File: config.mk
export PLATFORM = sky130hd
export DESIGN_NAME = pic_interrupt_request_register
export DESIGN_NICKNAME = d
export VERILOG_FILES = /design/src/rtl/pic8259_pkg.sv /design/src/rtl/pic_irq_synchronizer.sv /design/src/rtl/pic_interrupt_request_register.sv
export SDC_FILE = /design/constraint.sdc
export NUM_CORES = 1
export LEC_CHECK = 0
export CAP_MARGIN = 20
export CORE_MARGIN = 4
export CORE_UTILIZATION = 51
export CTS_BUF_LIST = sky130_fd_sc_hd__clkbuf_8
export DETAILED_ROUTE_END_ITERATION = 10
export PLACE_DENSITY = 0.85
export SLEW_MARGIN = 20
export SYNTH_ARGS = -nofsm -noshare
export SYNTH_HDL_FRONTEND = slang
export SYNTH_SLANG_ARGS = --single-unit
File: constraint.sdc
create_clock -name clock -period 1.2 [get_ports clock]
set_input_delay 0.12 -clock clock [delete_from_list [all_inputs] [get_ports clock]]
set_output_delay 0.12 -clock clock [all_outputs]
set_load 0.1 [all_outputs]
File: src/rtl/pic8259_pkg.sv
// Shared constants and types for the 8259A-compatible PIC request input stage.
// LTIM values mirror the ICW1 LTIM bit encoding.
package pic8259_pkg;

    localparam int IRQ_WIDTH_DEFAULT   = 8;
    localparam int SYNC_STAGES_DEFAULT = 2;

    localparam logic LTIM_LEVEL = 1'b1;
    localparam logic LTIM_EDGE  = 1'b0;

    typedef logic [IRQ_WIDTH_DEFAULT-1:0] irq_vector_t;

endpackage

File: src/rtl/pic_irq_synchronizer.sv
// Multi-bit N-stage flip-flop synchroniser for the raw asynchronous IR pins.
// All stages reset to 0, so a line reads low for the first cycles after reset.
module pic_irq_synchronizer #(
    parameter int WIDTH  = 8,
    parameter int STAGES = 2
) (
    input  logic             clock,
    input  logic             reset_n,
    input  logic [WIDTH-1:0] async_in,
    output logic [WIDTH-1:0] sync_out
);

    logic [WIDTH-1:0] stage [STAGES];

    always_ff @(posedge clock or negedge reset_n) begin
        if (!reset_n) begin
            for (int i = 0; i < STAGES; i++) begin
                stage[i] <= '0;
            end
        end else begin
            stage[0] <= async_in;
            for (int i = 1; i < STAGES; i++) begin
                stage[i] <= stage[i-1];
            end
        end
    end

    assign sync_out = stage[STAGES-1];

endmodule

File: src/rtl/pic_interrupt_request_register.sv
// Interrupt Request Register of the 8259A-compatible PIC: synchronises the IR pins,
// applies edge/level triggering and honours clear/freeze from the INTA control logic.
module pic_interrupt_request_register
    import pic8259_pkg::*;
#(
    parameter int IRQ_WIDTH   = IRQ_WIDTH_DEFAULT,
    parameter int SYNC_STAGES = SYNC_STAGES_DEFAULT
) (
    input  logic                 clock,
    input  logic                 reset_n,
    input  logic [IRQ_WIDTH-1:0] interrupt_request,
    input  logic                 level_or_edge_triggered_config,
    input  logic                 edge_sense_clear,
    input  logic                 freeze,
    input  logic [IRQ_WIDTH-1:0] clear_interrupt_request,
    output logic [IRQ_WIDTH-1:0] interrupt_request_register,
    output logic                 request_pending
);

    logic [IRQ_WIDTH-1:0] sync_irq;
    logic [IRQ_WIDTH-1:0] irr;
    logic [IRQ_WIDTH-1:0] irr_next;
    logic [IRQ_WIDTH-1:0] armed;
    logic [IRQ_WIDTH-1:0] armed_next;

    pic_irq_synchronizer #(
        .WIDTH  (IRQ_WIDTH),
        .STAGES (SYNC_STAGES)
    ) u_sync (
        .clock    (clock),
        .reset_n  (reset_n),
        .async_in (interrupt_request),
        .sync_out (sync_irq)
    );

    // An armed line has been seen low since its last request was taken, so the next
    // high level counts as a fresh rising edge. Clears always beat a new request.
    always_comb begin
        irr_next   = irr;
        armed_next = armed;
        for (int i = 0; i < IRQ_WIDTH; i++) begin
            if (edge_sense_clear || clear_interrupt_request[i]) begin
                irr_next[i] = 1'b0;
            end else if (freeze) begin
                irr_next[i] = irr[i];
            end else if (level_or_edge_triggered_config == LTIM_LEVEL) begin
                irr_next[i] = sync_irq[i];
            end else if (sync_irq[i]) begin
                irr_next[i] = irr[i] | armed[i];
            end else begin
                irr_next[i] = 1'b0;
            end

            if (edge_sense_clear || clear_interrupt_request[i] || (irr_next[i] && !irr[i])) begin
                armed_next[i] = 1'b0;
            end else if (!sync_irq[i]) begin
                armed_next[i] = 1'b1;
            end
        end
    end

    always_ff @(posedge clock or negedge reset_n) begin
        if (!reset_n) begin
            irr             <= '0;
            armed           <= '0;
            request_pending <= 1'b0;
        end else begin
            irr             <= irr_next;
            armed           <= armed_next;
            request_pending <= |irr_next;
        end
    end

    assign interrupt_request_register = irr;

endmodule
---- After elaboration in Yosys (flattened, before gate mapping) ----
Cells that the tools add are included.
storage, ports and cells
  bits of input ports ..................... 21
  output and inout bits ................... 9
  word-level logic and storage cells ...... 109
  register bits after elaboration ......... 33
cells by class
  eq/ne operators ......................... 8
  reduce and logical (&&, ||, !) cells .... 33
  bitwise logic cells ..................... 8
  muxes and demuxes ....................... 48
operator list
  operator                               count
  1-bit 2-to-1 mux                       48
  1-bit logical OR                       16
  2-bit != test (second input constant)  8
  1-bit logical AND                      8
  1-bit zero test                        8
  1-bit bitwise OR                       8
  8-bit OR reduction                     1

---- Depth between registers and ports, before layout ----
  word-level depth ........................ 8
  mapped depth ............................ 5
  mapped depth without buffers ............ 4

---- Modules after synthesis ----
Synthesis repeated with hierarchy kept, for this count alone.
second synthesis, totals
  cell total of the unflattened synthesis .. 96
  area, all modules ....................... 1357.6 um^2
modules (own cells, without submodules)
  module                          times used  area each (um^2)  cells an instance  sequential area each (um^2)
  pic_interrupt_request_register  1           897.1             72                 425.4
  pic_irq_synchronizer            1           460.4             24                 400.4

---- Worst setup path after synthesis ----
Ideal clock, no wire load.
  path type ............................... register to register
  start ................................... reg irr[4], in the netlist interrupt_request_register[4]
  end ..................................... reg request_pending
  period minus slack after synthesis ...... 1.626 ns
  slack ................................... -0.426 ns
  data arrival time ....................... 1.560 ns
  stages on the path, launching flop included .. 5
  buffers on the path ..................... 0
  library setup time ...................... 0.066 ns
  data required time ...................... 1.134 ns
  cell sequence ........................... dfrtp_1 > inv_1 > a2111oi_4 > nor4_1 > nand2_1
between the ends
  cells in the longest elaborated chain, start to end .. 6
RTL lines
  item                    line                                  RTL
  from (decl)             pic_interrupt_request_register.sv:21  logic [IRQ_WIDTH-1:0] irr;
  from (signal assigned)  pic_interrupt_request_register.sv:68  irr <= irr_next;
  1-bit bitwise OR        pic_interrupt_request_register.sv:49  irr_next[i] = irr[i] | armed[i];
  1-bit 2-to-1 mux        pic_interrupt_request_register.sv:48  end else if (sync_irq[i]) begin
  1-bit 2-to-1 mux        pic_interrupt_request_register.sv:46  end else if (level_or_edge_triggered_config == LTIM_LEVEL) begin
  1-bit 2-to-1 mux *      pic_interrupt_request_register.sv:44  end else if (freeze) begin
  1-bit 2-to-1 mux *      pic_interrupt_request_register.sv:42  if (edge_sense_clear || clear_interrupt_request[i]) begin
  net irr_next[4]         pic_interrupt_request_register.sv:22  logic [IRQ_WIDTH-1:0] irr_next;
  8-bit OR reduction *    pic_interrupt_request_register.sv:70  request_pending <= |irr_next;
  to (signal assigned)    pic_interrupt_request_register.sv:70
  to (decl)               pic_interrupt_request_register.sv:17  output logic request_pending
Mark *: on every way through the listed nets, which the timed path passes. The rest lies on a longest branch.
A chain may end at the register's enable or synchronous reset.

---- Worst setup path after layout ----
  start ................................... reg armed[1]
  end ..................................... reg armed[1]
between the ends
  cells in the longest elaborated chain, start to end .. 8
  elaborated cells on any way between the ends .. 9
  classes of those cells .................. 1 x eq/ne; 5 x mux; 1 x bitwise; 2 x reduce/logical
RTL lines
  item                                                         line                                  RTL
  from (decl)                                                  pic_interrupt_request_register.sv:23  logic [IRQ_WIDTH-1:0] armed;
  from (signal assigned)                                       pic_interrupt_request_register.sv:69  armed <= armed_next;
  1-bit bitwise OR *                                           pic_interrupt_request_register.sv:49
  1-bit 2-to-1 mux *                                           pic_interrupt_request_register.sv:48
  1-bit 2-to-1 mux *                                           pic_interrupt_request_register.sv:46
  1-bit 2-to-1 mux *                                           pic_interrupt_request_register.sv:44
  1-bit 2-to-1 mux *                                           pic_interrupt_request_register.sv:42
  1-bit logical AND *                                          pic_interrupt_request_register.sv:54  if (edge_sense_clear || clear_interrupt_request[i] || (irr_next[i] && !irr[i])) begin
  1-bit logical OR *                                           pic_interrupt_request_register.sv:54
  2-bit != test (no line) or 1-bit 2-to-1 mux (tied branches)  n/a
Every way passes the cells marked *; elsewhere a longest branch is shown, timed or not.

==> summary.txt <==
Placement
  • PortBufs: 29
  • DP HPWL: 1.77 mm
  • GP Congestion: 0.810

Yosys
  • Post-synth EDFFs: 0
  • Post-synth top area share: 63.6%
  • Yosys warning count: 0
  • Synth Area in Adders: 0%
  • Sequential fraction of the synthesis area: 63.6%
  • Largest family of logic cells by synthesized area: compound AO/OA/AOI/OAI gates
  • Main synth FF type: dfrtp_1
  • Compound-Gate Fraction of Synth Area: 27.8%
  • Most frequent cells after synthesis: 33 x dfrtp_1, 8 x a211oi_1, 8 x inv_1, 8 x nor2_1, 8 x o21ai_0
  • Synthesis-stage register bit count: 33
  • Synth area leader: dfrtp_1
  • Post-synthesis cell count: 88
  • Simple-Gate Fraction of Synth Area: 3.57%
  • Post-synth ARST share: 100%
  • Synth top area cells: dfrtp_1 64%, a2111oi_4 8.5%, a2111oi_2 4.6%, a211oi_1 4.6%, o21ai_0 3.1%
  • Synth Cell Area: 1300 um^2
  • Mean Syn Cell Area: 14.7 um^2
  • Mux cell area share after synthesis: 0%
  • Netlist cell types: 15
  • Area share of xor/xnor cells in the synthesized design: 0%
  • Count leader, synth: dfrtp_1
  • Syn Nets: 109

Global routing
  • Vias in the first global route: 1031
  • Met3 Track Usage GR: 7.68%
  • Global-route met2 utilization: 39.9%
  • Global router's overall resource usage: 22.9%
  • Met1 usage: 25.1%
  • First-pass GRT wire length: 5.41 mm
  • Most Crowded Layer GR: met2
  • GR Overflow Total: 0
  • Pin count of the biggest net entering global routing: 34
  • Antenna violations before repair: 0

Floorplanning
  • Starting density of the core: 52.9%
  • Horiz. Die Dim: 58.4 um
  • Io pins: 30
  • Rows: 18
  • Area of the die: 3420 um^2
  • Die height: 58.4 um
  • Core area: 2450 um^2

Clock tree
  • Worst-Skew Late Latency: 280 ps
  • CTS tree: done
  • Clock transition at path regs: 70 ps
  • Clock Root Buffer: clkbuf_8
  • Clock tree buffer depth: 2
  • CTS Hold Bufs: 0
  • Clock sink count: 33
  • Num CTS Buffers: 5
  • Htree depth: 2

Power and ir drop
  • Pwr/cell area: 1330 nW/um^2
  • Static Leakage: 0.782 nW
  • Peak VDD IR: 0.00128 V

Worst setup path
  • CP peak stage delay: 440 ps
  • CP required: 1340 ps
  • Cell Chain, Critical Path: buf_4, o21ai_0, a211oi_1
  • Critical Path AT: 1440 ps
  • Critical path's slowest cell: dfrtp_1
  • CP Capture Type: flop
  • Startpoint Class: flop
  • Kind of critical path: flop to flop
  • Worst Path Max Fanout: 2

Timing
  • Fin. max-slew vios: 0
  • Fin Hold WS: 193 ps
  • Setup violators final: 3
  • Skew final: 11.8 ps
  • Final worst path period need: 1300 ps
  • Setup slack after layout: -96.8 ps
  • Final period utilization: 108%
  • Final hold vios: 0
  • RSZ-0062 raised after global routing: true
  • Least-Margin Pin Slew: 463 ps
  • Max_slew headroom: 68.8%
  • Fmax: 771 MHz

Status
  • Status: complete, but fails checks
  • Violated checks: negative setup slack

Detailed routing
  • Routed Wire Length: 3.78 mm
  • WL per Instance: 23.8 um
  • DRT Pass-1 Iters: 4
  • Vias: 922
  • Routed Antenna Nets: 0
  • DR vias/cell: 5.80
  • DRC: 0
  • Initial DRC count: 27

Layout
  • Storage cell area: 856 um^2
  • # diodes: 0
  • Area Growth Syn to Fin: 59.1%
  • Nets: 149
  • Layout cells sized above 1: 42.6%
  • Area of the multi-input gates: 517 um^2
  • Fill cells: 105
  • Core Util, Final: 84.1%

Flow run
  • Max-cap viol count: 0

Worst hold path
  • Hold Path Class: primary input to async pin
## flip-flops by register name, summed over array words and instances (netlist names)
| signal | cells |
|---|---|
| u_sync.stage | 8 |
| request_pending | 1 |
| u_sync.sync_out | 8 |
| interrupt_request_register | 8 |
| armed | 8 |
## where the power goes
| part | switching, mW | internal, mW |
|---|---|---|
| Sequential | 0.0492 | 1.17 |
| Clock | 0.382 | 0.668 |
| Combinational | 0.261 | 0.217 |
## placed cells by master (no fill, tap or decap)
cell type        count
dfrtp_1             25
clkdlybuf4s50_1     18
buf_12              12
a2111oi_4            8
o21ai_0              8
a211oi_1             8
dfrtp_4              8
nor2_1               7
o21bai_4             6
clkbuf_8             6
inv_1                5
inv_2                4
o21bai_2             2
nor4_2               2
dlygate4sd2_1        2
buf_6                2
buf_4                2
nor2_2               1
nand2_1              1
bufinv_16            1
bufbuf_16            1
## path summary, 6_finish.rpt
kind	startpoint	to	slack, ps	cells after the start
max	armed[1]	armed[1]	-100	3
min	reset_n	armed[1]	190	2
max reg2reg	armed[1]	armed[1]	-100	3
min reg2reg	u_sync.stage[8]	u_sync.sync_out[0]	340	0
max in group asynchronous	reset_n	interrupt_request_register[1]	810	2
min in group clock	interrupt_request[5]	u_sync.stage[13]	290	1
## layer usage
metal / routed length [um] / vias up
li1: - / 402
met1: 1490 / 473
met2: 2010 / 37
met3: 154 / 10
met4: 122 / 0
met5: 0 / -
## stage by stage
step	cells	worst slack [ps]	power [mW]	area [um^2]	setup TNS [ps]
6_report	159	-96.8	2.75	2060	-158
5_1_grt	159	-101	2.86	2060	-235
4_1_cts	157	7.07	2.73	2020	0
3_5_place_dp	148	-461	1.65	1810	-2910
3_3_place_gp	148	-347	1.63	1810	-2070
2_1_floorplan	88	-32.1	1.43	1350	-32.1
## repair_timing
item | CTS | global route
pin swaps | 8 | 7
endpoints found under the setup margin | 3 | 1
resized for setup | 12 | 5
cloned | 1 | 0
buffers inserted | 0 | 2
## critical path, delay by kind of cell, from the launching register on
kind | cells | cell delay [ps]
buffers and inverters | 1 | 160
AO/OA/AOI/OAI | 2 | 560
flip-flops | 1 | 440
## cell families after synthesis
group	Yosys count
compound gates	32
simple gates	11
flops	33
buf+inv	12
## final cells by class
type                            count  area share (%)
Clock buffer                        6            4.00
Clock inverter                      2            1.64
Inverter                            8            1.45
Multi-Input combinational cell     43            25.0
Sequential cell                    33            41.5
Tap cell                           30            1.82
Timing Repair Buffer               37            24.6
(Power assumes the default switching activity.)
